<file path="config.mk">
export PLATFORM = sky130hd
export DESIGN_NAME = bp_be_stride_prefetcher_flat
export DESIGN_NICKNAME = d
export VERILOG_FILES = /design/src/rtl/bp_be_stride_prefetcher_pkg.sv /design/src/rtl/bp_be_stride_prefetcher_if.sv /design/src/rtl/bp_be_stride_prefetcher_line_filter.sv /design/src/rtl/bsg_fifo_1r1w_small.sv /design/src/rtl/bp_be_stride_prefetcher.sv /design/src/flat_wrapper.sv
export SDC_FILE = /design/constraint.sdc
export NUM_CORES = 1
export LEC_CHECK = 0
export CORE_ASPECT_RATIO = 0.8
export CORE_UTILIZATION = 35
export DETAILED_ROUTE_END_ITERATION = 8
export PLACE_DENSITY = 0.54
export SYNTH_ARGS = -nofsm -noshare
export SYNTH_HDL_FRONTEND = slang
export SYNTH_SLANG_ARGS = --single-unit
</file>
<file path="constraint.sdc">
create_clock -name clk_i -period 5.03 [get_ports clk_i]
set_clock_uncertainty 0.1 [all_clocks]
set_input_delay 1.006 -clock clk_i [delete_from_list [all_inputs] [get_ports clk_i]]
set_output_delay 1.006 -clock clk_i [all_outputs]
set_load 0.005 [all_outputs]
</file>
<file path="src/rtl/bp_be_stride_prefetcher_pkg.sv">
// Shared types and constants for the backend stride prefetcher.
// Processor config lookup, request bundle, FSM states, line offset width.
package bp_be_pkg;

  typedef enum logic [0:0] {
    e_bp_default_cfg
  } bp_params_e;

  localparam int bp_vaddr_width_gp       = 39;
  localparam int bp_dcache_block_width_gp = 512;

  function automatic int bp_vaddr_width(bp_params_e cfg);
    case (cfg)
      e_bp_default_cfg: return bp_vaddr_width_gp;
      default:          return bp_vaddr_width_gp;
    endcase
  endfunction

  localparam int bp_be_pf_line_offset_gp =
    $clog2(bp_dcache_block_width_gp / 8);

  typedef struct packed {
    logic [bp_vaddr_width_gp-1:0] addr;
    logic [bp_vaddr_width_gp-1:0] pc;
  } bp_be_pf_req_s;

  typedef enum logic [0:0] {
    e_idle,
    e_gen
  } bp_be_pf_state_e;

endpackage

</file>
<file path="src/rtl/bp_be_stride_prefetcher_if.sv">
// Prefetch request channel from the stride prefetcher to the dcache.
// Valid/ready handshake carrying a line address and originating PC.
interface bp_be_stride_prefetcher_if
  import bp_be_pkg::*;
  #(parameter int vaddr_width_p = bp_vaddr_width_gp);

  logic                     pf_v_o;
  logic [vaddr_width_p-1:0] pf_addr_o;
  logic [vaddr_width_p-1:0] pf_pc_o;
  logic                     pf_ready_i;

  modport master (
    output pf_v_o,
    output pf_addr_o,
    output pf_pc_o,
    input  pf_ready_i
  );

  modport slave (
    input  pf_v_o,
    input  pf_addr_o,
    input  pf_pc_o,
    output pf_ready_i
  );

endinterface

</file>
<file path="src/rtl/bp_be_stride_prefetcher_line_filter.sv">
// Recent-line CAM: remembers the last few enqueued prefetch lines.
// FIFO replacement; clear and reset invalidate every entry.
module bp_be_pf_line_filter #(
  parameter int els_p   = 4,
  parameter int width_p = 39
) (
  input  logic               clk_i,
  input  logic               reset_n_i,
  input  logic               clr_i,
  input  logic               w_v_i,
  input  logic [width_p-1:0] w_addr_i,
  input  logic [width_p-1:0] r_addr_i,
  output logic               hit_o
);

  localparam int ptr_w_lp = (els_p > 1) ? $clog2(els_p) : 1;

  logic [width_p-1:0]  tag_q [els_p];
  logic [width_p-1:0]  tag_d [els_p];
  logic [els_p-1:0]    v_q, v_d;
  logic [ptr_w_lp-1:0] ptr_q, ptr_d;

  // Associative lookup across valid entries.
  always_comb begin
    hit_o = 1'b0;
    for (int i = 0; i < els_p; i++)
      hit_o = hit_o | (v_q[i] & (tag_q[i] == r_addr_i));
  end

  // Install at the replacement pointer; clear wipes valids.
  always_comb begin
    tag_d = tag_q;
    v_d   = v_q;
    ptr_d = ptr_q;
    if (w_v_i) begin
      tag_d[ptr_q] = w_addr_i;
      v_d[ptr_q]   = 1'b1;
      ptr_d = (ptr_q == ptr_w_lp'(els_p - 1))
            ? '0 : ptr_q + 1'b1;
    end
    if (clr_i) begin
      v_d   = '0;
      ptr_d = '0;
    end
  end

  // State registers.
  always_ff @(posedge clk_i or negedge reset_n_i) begin
    if (!reset_n_i) begin
      v_q   <= '0;
      ptr_q <= '0;
      for (int i = 0; i < els_p; i++)
        tag_q[i] <= '0;
    end else begin
      v_q   <= v_d;
      ptr_q <= ptr_d;
      tag_q <= tag_d;
    end
  end

endmodule

</file>
<file path="src/rtl/bsg_fifo_1r1w_small.sv">
// Small flop-based FIFO with registered storage and a synchronous clear.
// A full FIFO accepts an enqueue in the same cycle as a dequeue.
module bsg_fifo_1r1w_small #(
  parameter int width_p = 8,
  parameter int els_p   = 4
) (
  input  logic               clk_i,
  input  logic               reset_n_i,
  input  logic               clr_i,
  input  logic               v_i,
  output logic               ready_o,
  input  logic [width_p-1:0] data_i,
  output logic               v_o,
  output logic [width_p-1:0] data_o,
  input  logic               yumi_i
);

  localparam int ptr_w_lp = $clog2(els_p);

  logic [ptr_w_lp:0]  wptr_q, wptr_d;
  logic [ptr_w_lp:0]  rptr_q, rptr_d;
  logic [width_p-1:0] mem_q [els_p];
  logic [width_p-1:0] mem_d [els_p];
  logic full, empty, enq, deq;

  assign empty = (wptr_q == rptr_q);
  assign full  = (wptr_q[ptr_w_lp] != rptr_q[ptr_w_lp])
               & (wptr_q[ptr_w_lp-1:0] == rptr_q[ptr_w_lp-1:0]);

  assign ready_o = ~full | yumi_i;
  assign enq     = v_i & ready_o;
  assign deq     = yumi_i & ~empty;
  assign v_o     = ~empty;
  assign data_o  = mem_q[rptr_q[ptr_w_lp-1:0]];

  // Pointer and storage next-state; clear drops all entries.
  always_comb begin
    wptr_d = wptr_q;
    rptr_d = rptr_q;
    mem_d  = mem_q;
    if (enq) begin
      mem_d[wptr_q[ptr_w_lp-1:0]] = data_i;
      wptr_d = wptr_q + 1'b1;
    end
    if (deq)
      rptr_d = rptr_q + 1'b1;
    if (clr_i) begin
      wptr_d = '0;
      rptr_d = '0;
    end
  end

  // State registers.
  always_ff @(posedge clk_i or negedge reset_n_i) begin
    if (!reset_n_i) begin
      wptr_q <= '0;
      rptr_q <= '0;
      for (int i = 0; i < els_p; i++)
        mem_q[i] <= '0;
    end else begin
      wptr_q <= wptr_d;
      rptr_q <= rptr_d;
      mem_q  <= mem_d;
    end
  end

endmodule

</file>
<file path="src/rtl/bp_be_stride_prefetcher.sv">
// Stride prefetcher: turns RPT stride detections into line prefetches.
// Optional recent-line CAM filter enabled by BP_BE_PF_FILTER_EN.
module bp_be_stride_prefetcher
  import bp_be_pkg::*;
#(
  parameter bp_params_e bp_params_p = e_bp_default_cfg,
  parameter int stride_width_p = 8,
  parameter int degree_p       = 4,
  parameter int fifo_els_p     = 4,
  parameter int filter_els_p   = 4,
  localparam int vaddr_width_p = bp_vaddr_width(bp_params_p),
  localparam int cnt_w_lp      = $clog2(degree_p + 1)
) (
  input  logic                      clk_i,
  input  logic                      reset_n_i,
  input  logic                      stride_v_i,
  input  logic [vaddr_width_p-1:0]  eff_addr_i,
  input  logic [stride_width_p-1:0] stride_i,
  input  logic [vaddr_width_p-1:0]  pc_i,
  input  logic                      start_discovery_i,
  input  logic                      confirm_discovery_i,
  input  logic                      flush_i,
  bp_be_stride_prefetcher_if.master pf_if,
  output logic                      confirmed_o,
  output logic                      busy_o
);

  localparam int off_lp = bp_be_pf_line_offset_gp;
  localparam logic [vaddr_width_p-1:0] line_mask_lp =
    {{(vaddr_width_p-off_lp){1'b1}}, {off_lp{1'b0}}};

  bp_be_pf_state_e state_q, state_d;
  logic [vaddr_width_p-1:0] base_q, base_d;
  logic [vaddr_width_p-1:0] acc_q, acc_d;
  logic [vaddr_width_p-1:0] step_q, step_d;
  logic [vaddr_width_p-1:0] pc_q, pc_d;
  logic [vaddr_width_p-1:0] last_q, last_d;
  logic                     last_v_q, last_v_d;
  logic [cnt_w_lp-1:0]      k_q, k_d;
  logic [cnt_w_lp-1:0]      deg_q, deg_d;
  logic                     confirmed_q, confirmed_d;

  logic [vaddr_width_p-1:0] stride_ext, cand_line;
  logic trig_v, gen_act, skip, consume, filter_hit;
  logic fifo_v_li, fifo_ready_lo, fifo_v_lo;
  bp_be_pf_req_s fifo_req_li, fifo_req_lo;

  assign stride_ext = {{(vaddr_width_p-stride_width_p)
                        {stride_i[stride_width_p-1]}}, stride_i};
  assign cand_line  = (base_q + acc_q) & line_mask_lp;
  assign trig_v     = stride_v_i & (stride_i != '0) & ~flush_i;
  assign gen_act    = (state_q == e_gen) & ~flush_i & ~trig_v;
  assign skip       = (last_v_q & (cand_line == last_q)) | filter_hit;
  assign fifo_v_li  = gen_act & ~skip;
  assign consume    = gen_act & (skip | fifo_ready_lo);

`ifdef BP_BE_PF_FILTER_EN
  bp_be_pf_line_filter #(
    .els_p   (filter_els_p),
    .width_p (vaddr_width_p)
  ) filter (
    .clk_i     (clk_i),
    .reset_n_i (reset_n_i),
    .clr_i     (flush_i),
    .w_v_i     (fifo_v_li & fifo_ready_lo),
    .w_addr_i  (cand_line),
    .r_addr_i  (cand_line),
    .hit_o     (filter_hit)
  );
`else
  localparam int unused_filter_els_lp = filter_els_p;
  assign filter_hit = 1'b0;
`endif

  // Mode register: flush beats confirm, confirm beats start.
  always_comb begin
    confirmed_d = confirmed_q;
    if (flush_i)
      confirmed_d = 1'b0;
    else if (confirm_discovery_i)
      confirmed_d = 1'b1;
    else if (start_discovery_i)
      confirmed_d = 1'b0;
  end

  // Generator next-state: walk k*step, reload on trigger, flush idles.
  always_comb begin
    state_d  = state_q;
    base_d   = base_q;
    acc_d    = acc_q;
    step_d   = step_q;
    pc_d     = pc_q;
    k_d      = k_q;
    deg_d    = deg_q;
    last_d   = last_q;
    last_v_d = last_v_q;
    unique case (state_q)
      e_idle: ;
      e_gen: begin
        if (consume) begin
          k_d   = k_q + 1'b1;
          acc_d = acc_q + step_q;
          if (k_q == deg_q)
            state_d = e_idle;
        end
      end
      default: state_d = e_idle;
    endcase
    if (consume & ~skip) begin
      last_d   = cand_line;
      last_v_d = 1'b1;
    end
    if (trig_v) begin
      state_d = e_gen;
      base_d  = eff_addr_i;
      step_d  = stride_ext;
      acc_d   = stride_ext;
      pc_d    = pc_i;
      k_d     = cnt_w_lp'(1);
      deg_d   = (confirm_discovery_i | confirmed_q)
              ? cnt_w_lp'(degree_p) : cnt_w_lp'(1);
    end
    if (flush_i) begin
      state_d  = e_idle;
      last_v_d = 1'b0;
    end
  end

  // State registers.
  always_ff @(posedge clk_i or negedge reset_n_i) begin
    if (!reset_n_i) begin
      state_q     <= e_idle;
      base_q      <= '0;
      acc_q       <= '0;
      step_q      <= '0;
      pc_q        <= '0;
      k_q         <= '0;
      deg_q       <= '0;
      last_q      <= '0;
      last_v_q    <= 1'b0;
      confirmed_q <= 1'b0;
    end else begin
      state_q     <= state_d;
      base_q      <= base_d;
      acc_q       <= acc_d;
      step_q      <= step_d;
      pc_q        <= pc_d;
      k_q         <= k_d;
      deg_q       <= deg_d;
      last_q      <= last_d;
      last_v_q    <= last_v_d;
      confirmed_q <= confirmed_d;
    end
  end

  assign fifo_req_li.addr = cand_line;
  assign fifo_req_li.pc   = pc_q;

  bsg_fifo_1r1w_small #(
    .width_p ($bits(bp_be_pf_req_s)),
    .els_p   (fifo_els_p)
  ) req_fifo (
    .clk_i     (clk_i),
    .reset_n_i (reset_n_i),
    .clr_i     (flush_i),
    .v_i       (fifo_v_li),
    .ready_o   (fifo_ready_lo),
    .data_i    (fifo_req_li),
    .v_o       (fifo_v_lo),
    .data_o    (fifo_req_lo),
    .yumi_i    (fifo_v_lo & pf_if.pf_ready_i)
  );

  assign pf_if.pf_v_o    = fifo_v_lo;
  assign pf_if.pf_addr_o = fifo_req_lo.addr;
  assign pf_if.pf_pc_o   = fifo_req_lo.pc;
  assign confirmed_o     = confirmed_q;
  assign busy_o          = (state_q == e_gen) | fifo_v_lo;

endmodule
</file>
<file path="src/flat_wrapper.sv">
// flat-port wrapper written by rule: the top's interface ports become plain ports
module bp_be_stride_prefetcher_flat import bp_be_pkg::*;
#(
  parameter bp_params_e bp_params_p = e_bp_default_cfg,
  parameter int stride_width_p = 8,
  parameter int degree_p       = 4,
  parameter int fifo_els_p     = 4,
  parameter int filter_els_p   = 4,
  localparam int vaddr_width_p = bp_vaddr_width(bp_params_p),
  localparam int cnt_w_lp      = $clog2(degree_p + 1)
)
  (clk_i, reset_n_i, stride_v_i, eff_addr_i, stride_i, pc_i, start_discovery_i, confirm_discovery_i, flush_i, confirmed_o, busy_o, pf_if_pf_v_o, pf_if_pf_addr_o, pf_if_pf_pc_o, pf_if_pf_ready_i);
  bp_be_stride_prefetcher_if pf_if_i ();
  input  logic clk_i;
  input  logic reset_n_i;
  input  logic stride_v_i;
  input  logic [vaddr_width_p-1:0] eff_addr_i;
  input  logic [stride_width_p-1:0] stride_i;
  input  logic [vaddr_width_p-1:0] pc_i;
  input  logic start_discovery_i;
  input  logic confirm_discovery_i;
  input  logic flush_i;
  output logic confirmed_o;
  output logic busy_o;
  output wire logic [$bits(pf_if_i.pf_v_o)-1:0] pf_if_pf_v_o;
  output wire logic [$bits(pf_if_i.pf_addr_o)-1:0] pf_if_pf_addr_o;
  output wire logic [$bits(pf_if_i.pf_pc_o)-1:0] pf_if_pf_pc_o;
  input wire logic [$bits(pf_if_i.pf_ready_i)-1:0] pf_if_pf_ready_i;
  assign pf_if_pf_v_o = pf_if_i.pf_v_o;
  assign pf_if_pf_addr_o = pf_if_i.pf_addr_o;
  assign pf_if_pf_pc_o = pf_if_i.pf_pc_o;
  assign pf_if_i.pf_ready_i = pf_if_pf_ready_i;
  bp_be_stride_prefetcher #(.bp_params_p(bp_params_p), .stride_width_p(stride_width_p), .degree_p(degree_p), .fifo_els_p(fifo_els_p), .filter_els_p(filter_els_p)) u_core (.clk_i(clk_i), .reset_n_i(reset_n_i), .stride_v_i(stride_v_i), .eff_addr_i(eff_addr_i), .stride_i(stride_i), .pc_i(pc_i), .start_discovery_i(start_discovery_i), .confirm_discovery_i(confirm_discovery_i), .flush_i(flush_i), .pf_if(pf_if_i), .confirmed_o(confirmed_o), .busy_o(busy_o));
endmodule
</file>
==> impl_metrics.env <==
export IMPL_internal_power_w=0.0116
export IMPL_p_sw_share_pct=37.2
export IMPL_p_seq_share_pct=30.9
export IMPL_post_synth_inst_count=2147
export IMPL_grt_max_degree=124
export IMPL_wl_microns=70000
export IMPL_cp_end_kind="register"
export IMPL_overflow=0
export IMPL_cts_clk_slew_worst_paths_ps=70
export IMPL_drcViolationCount=0
export IMPL_h_tree_depth=2
export IMPL_crit_required_ps=5400
export IMPL_pre_cts_slack_ps=31.1
export IMPL_status="complete, no violations"
export IMPL_met2_usage_pct=28.5
export IMPL_synth_edf_count=0
export IMPL_whs_ps=342
export IMPL_synth_seq_cells=460
export IMPL_die_area_sq_um=73600
export IMPL_drt_wirelength_per_cell_microns=21.0
export IMPL_worst_ep_arrival_time_ps=5120
export IMPL_cts_max_path_buffers=3
export IMPL_post_route_period_util_pct=94.3
export IMPL_r2r_start="u_core.acc_q[5]"
export IMPL_cp_startpoint="u_core.acc_q[5]"
export IMPL_setup_tns_ps=0
export IMPL_max_freq_mhz=211
export IMPL_vias=17700
export IMPL_ys_types=92
export IMPL_clock_sinks=460
export IMPL_portBuffers=167
export IMPL_ff2ff_path_depth=16
export IMPL_cts_root_buffer="clkbuf_16"
export IMPL_crit_path_start_kind="register"
export IMPL_diodes=0
export IMPL_areaGrowthSynthToFinish_pct=19.9
export IMPL_syn_area_sq_um=25400
export IMPL_drv_slew=0
export IMPL_fin_crit_ps=4740
export IMPL_rows=87
export IMPL_path_class="register to register"
export IMPL_synth_area_leaders="dfrtp_1 45%, mux2_1 8.0%, mux4_2 6.4%"
export IMPL_grt_antenna_before_repair=3
export IMPL_hold_viol=0
export IMPL_synth_seq_area_share_pct=45.4
export IMPL_drive_above_1_share_pct=19.2
export IMPL_met3_usage_pct=2.57
export IMPL_coreArea_sq_um=71100
export IMPL_reg2reg_setup_slack_ps=290
export IMPL_cts_tree="yes"
export IMPL_synth_top_area_cell="dfrtp_1"
export IMPL_dr_pass1_iters=5
export IMPL_peakVddDrop_v=0.000284
export IMPL_r2r_end="u_core.req_fifo.mem_q[159]"
export IMPL_slew_limit_headroom_pct=31.1
export IMPL_synth_main_ff_cell="dfrtp_1"
export IMPL_vias_per_cell=5.32
export IMPL_fp_dieH_microns=243
export IMPL_p_sw_w=0.00686
export IMPL_stdcell_count=3335
export IMPL_yosys_warnings=0
export IMPL_pwr_density_cell_nw_per_um2=606
export IMPL_crit_end="u_core.req_fifo.mem_q[159]"
export IMPL_cts_inserted_buffers=51
export IMPL_start_util_pct=35.7
export IMPL_setup_ws_ps=286
export IMPL_fin_util_pct=42.8
export IMPL_die_w_microns=303
export IMPL_synthArstFlopShare_pct=100
export IMPL_ios=174
export IMPL_gp_congestion=0.961
export IMPL_drtIter0Drc=1119
export IMPL_clock_latency_ps=610
export IMPL_yosysMostFrequentCell="dfrtp_1"
export IMPL_synth_common_cells="460 x dfrtp_1, 339 x nand2_1, 180 x mux2_1"
export IMPL_use_met1_pct=29.4
export IMPL_yosysTopAreaCellShare_pct=45.4
export IMPL_cap_viol_max_count=0
export IMPL_min_path_type="primary input to async pin"
export IMPL_power_leakage_nw=13.7
export IMPL_grt_usage_pct=19.1
export IMPL_ant_nets=0
export IMPL_dp_cells=3241
export IMPL_clkPwrFrac_pct=21.5
export IMPL_hpwl_microns=48200
export IMPL_final_net_count=2537
export IMPL_setup_violations=0
export IMPL_worstMarginPinSlew_ps=1030
export IMPL_crit_path_max_fanout=20
export IMPL_grt_pass1_vias=18200
export IMPL_synth_area_per_cell_sq_um=11.8
export IMPL_top_usage_layer="met1"
export IMPL_power_frac_comb_pct=47.6
export IMPL_grt_pass1_wl_microns=110000
export IMPL_nFillCells=6674
layout by cell type (no fill, tap or decap), drive strengths merged, types with 9 or more instances in the layout:
| master | instances |
|---|---|
| inv | 39 |
| o21bai | 14 |
| o21ai | 54 |
| nand4 | 20 |
| ha | 81 |
| nand3 | 20 |
| dfrtp | 460 |
| xnor2 | 60 |
| clkbuf | 70 |
| nor4 | 16 |
| nand2b | 15 |
| a211oi | 11 |
| o211ai | 11 |
| a21o | 37 |
| a311oi | 25 |
| o21a | 13 |
| nor3b | 10 |
| buf | 117 |
| clkdlybuf4s50 | 166 |
| and4 | 10 |
| nor3 | 40 |
| xor2 | 38 |
| nor2 | 75 |
| mux2i | 24 |
| mux4 | 72 |
| a31oi | 9 |
| nand2 | 339 |
| a21oi | 92 |
| mux2 | 318 |
| clkinv | 12 |
power by group through the flow:
stage / clock [W] / sequential, W / combinational [W]
floorplan: 0 / 0.00539 / 0.00546
global placement: 0 / 0.00566 / 0.00861
detailed placement: 0 / 0.00573 / 0.00871
CTS: 0.00409 / 0.00568 / 0.00875
global route: 0.00424 / 0.00583 / 0.00953
finish: 0.00396 / 0.00569 / 0.00878
what timing repair did:
| action | CTS | global route |
|---|---|---|
| setup endpoints to repair | 0 | 340 |
| hold buffers | 0 | 0 |
| setup buffers | 0 | 1 |
| endpoints found under the hold margin | 0 | 0 |
| resized for setup | 0 | 10 |
cell type report:
cell class                      instances  area, sq um  share of cell area, %
Tap cell                              934         1170                   3.84
Clock buffer                           69         1440                   4.75
Timing Repair Buffer                  284         2810                   9.26
Clock inverter                         23          319                   1.05
Sequential cell                       460        11500                   37.9
Inverter                               36          135                  0.444
Multi-Input combinational cell       1529        13000                   42.8
metrics by stage:
stage                     instance area [sq um]  total power (W)
after global routing                      30400           0.0196
after CTS                                 30300           0.0185
after floorplan                           25400           0.0108
final                                     30400           0.0184
after detailed placement                  28600           0.0144
after global placement                    28600           0.0143
registers in the layout (all words and copies together) (netlist names):
signal,cells
u_core.state_q,1
u_core.pc_q,39
u_core.base_q,39
u_core.k_q,3
u_core.confirmed_o,1
u_core.req_fifo.wptr_q,3
u_core.last_q,33
u_core.last_v_q,1
u_core.req_fifo.rptr_q,3
u_core.acc_q,39
u_core.req_fifo.mem_q,288
u_core.deg_q,2
u_core.step_q,8
kinds of logic (layout without fill, tap and decap cells):
family          Yosys count  count (layout)  share of synthesized area, %
simple gates            592             592                          10.6
fa+ha+maj                82              82                          4.07
xor+xnor                102             102                          3.74
other cells               1               6                        0.0148
buf+inv                 163             412                          3.72
flops                   460             460                          45.4
compound gates          333             333                          9.42
mux                     414             414                          23.0
routing by layer:
metal	part of all wire (%)	vias up
li1	-	8203
met1	50	9089
met2	44	354
met3	4.7	80
met4	1.6	2
met5	0.019	-
worst max-delay path: stages, from the launching register on:
cell	delay [ps]
dfrtp_1	410
ha_2	380
and4_1	230
and2_2	210
a21boi_2	130
o31ai_4	560
a21boi_4	120
or4_1	510
a21oi_1	180
buf_4	130
nor4_2	50
nand4_2	180
nor4_4	50
buf_4	180
nor3b_4	410
buf_6	380
mux2_1	350
worst min-delay path by stage:
| stage | to | slack (ps) | cells after the start |
|---|---|---|---|
| final | u_core.req_fifo.mem_q[136] | 340 | 1 |
| after floorplan | u_core.base_q[10] | 350 | 2 |
| after detailed placement | u_core.req_fifo.mem_q[113] | 370 | 1 |
| after global placement | u_core.req_fifo.mem_q[87] | 360 | 1 |
| after CTS | u_core.req_fifo.mem_q[136] | 330 | 1 |
| after global routing | u_core.req_fifo.mem_q[136] | 370 | 1 |
Power figures use the tool's default switching activity.
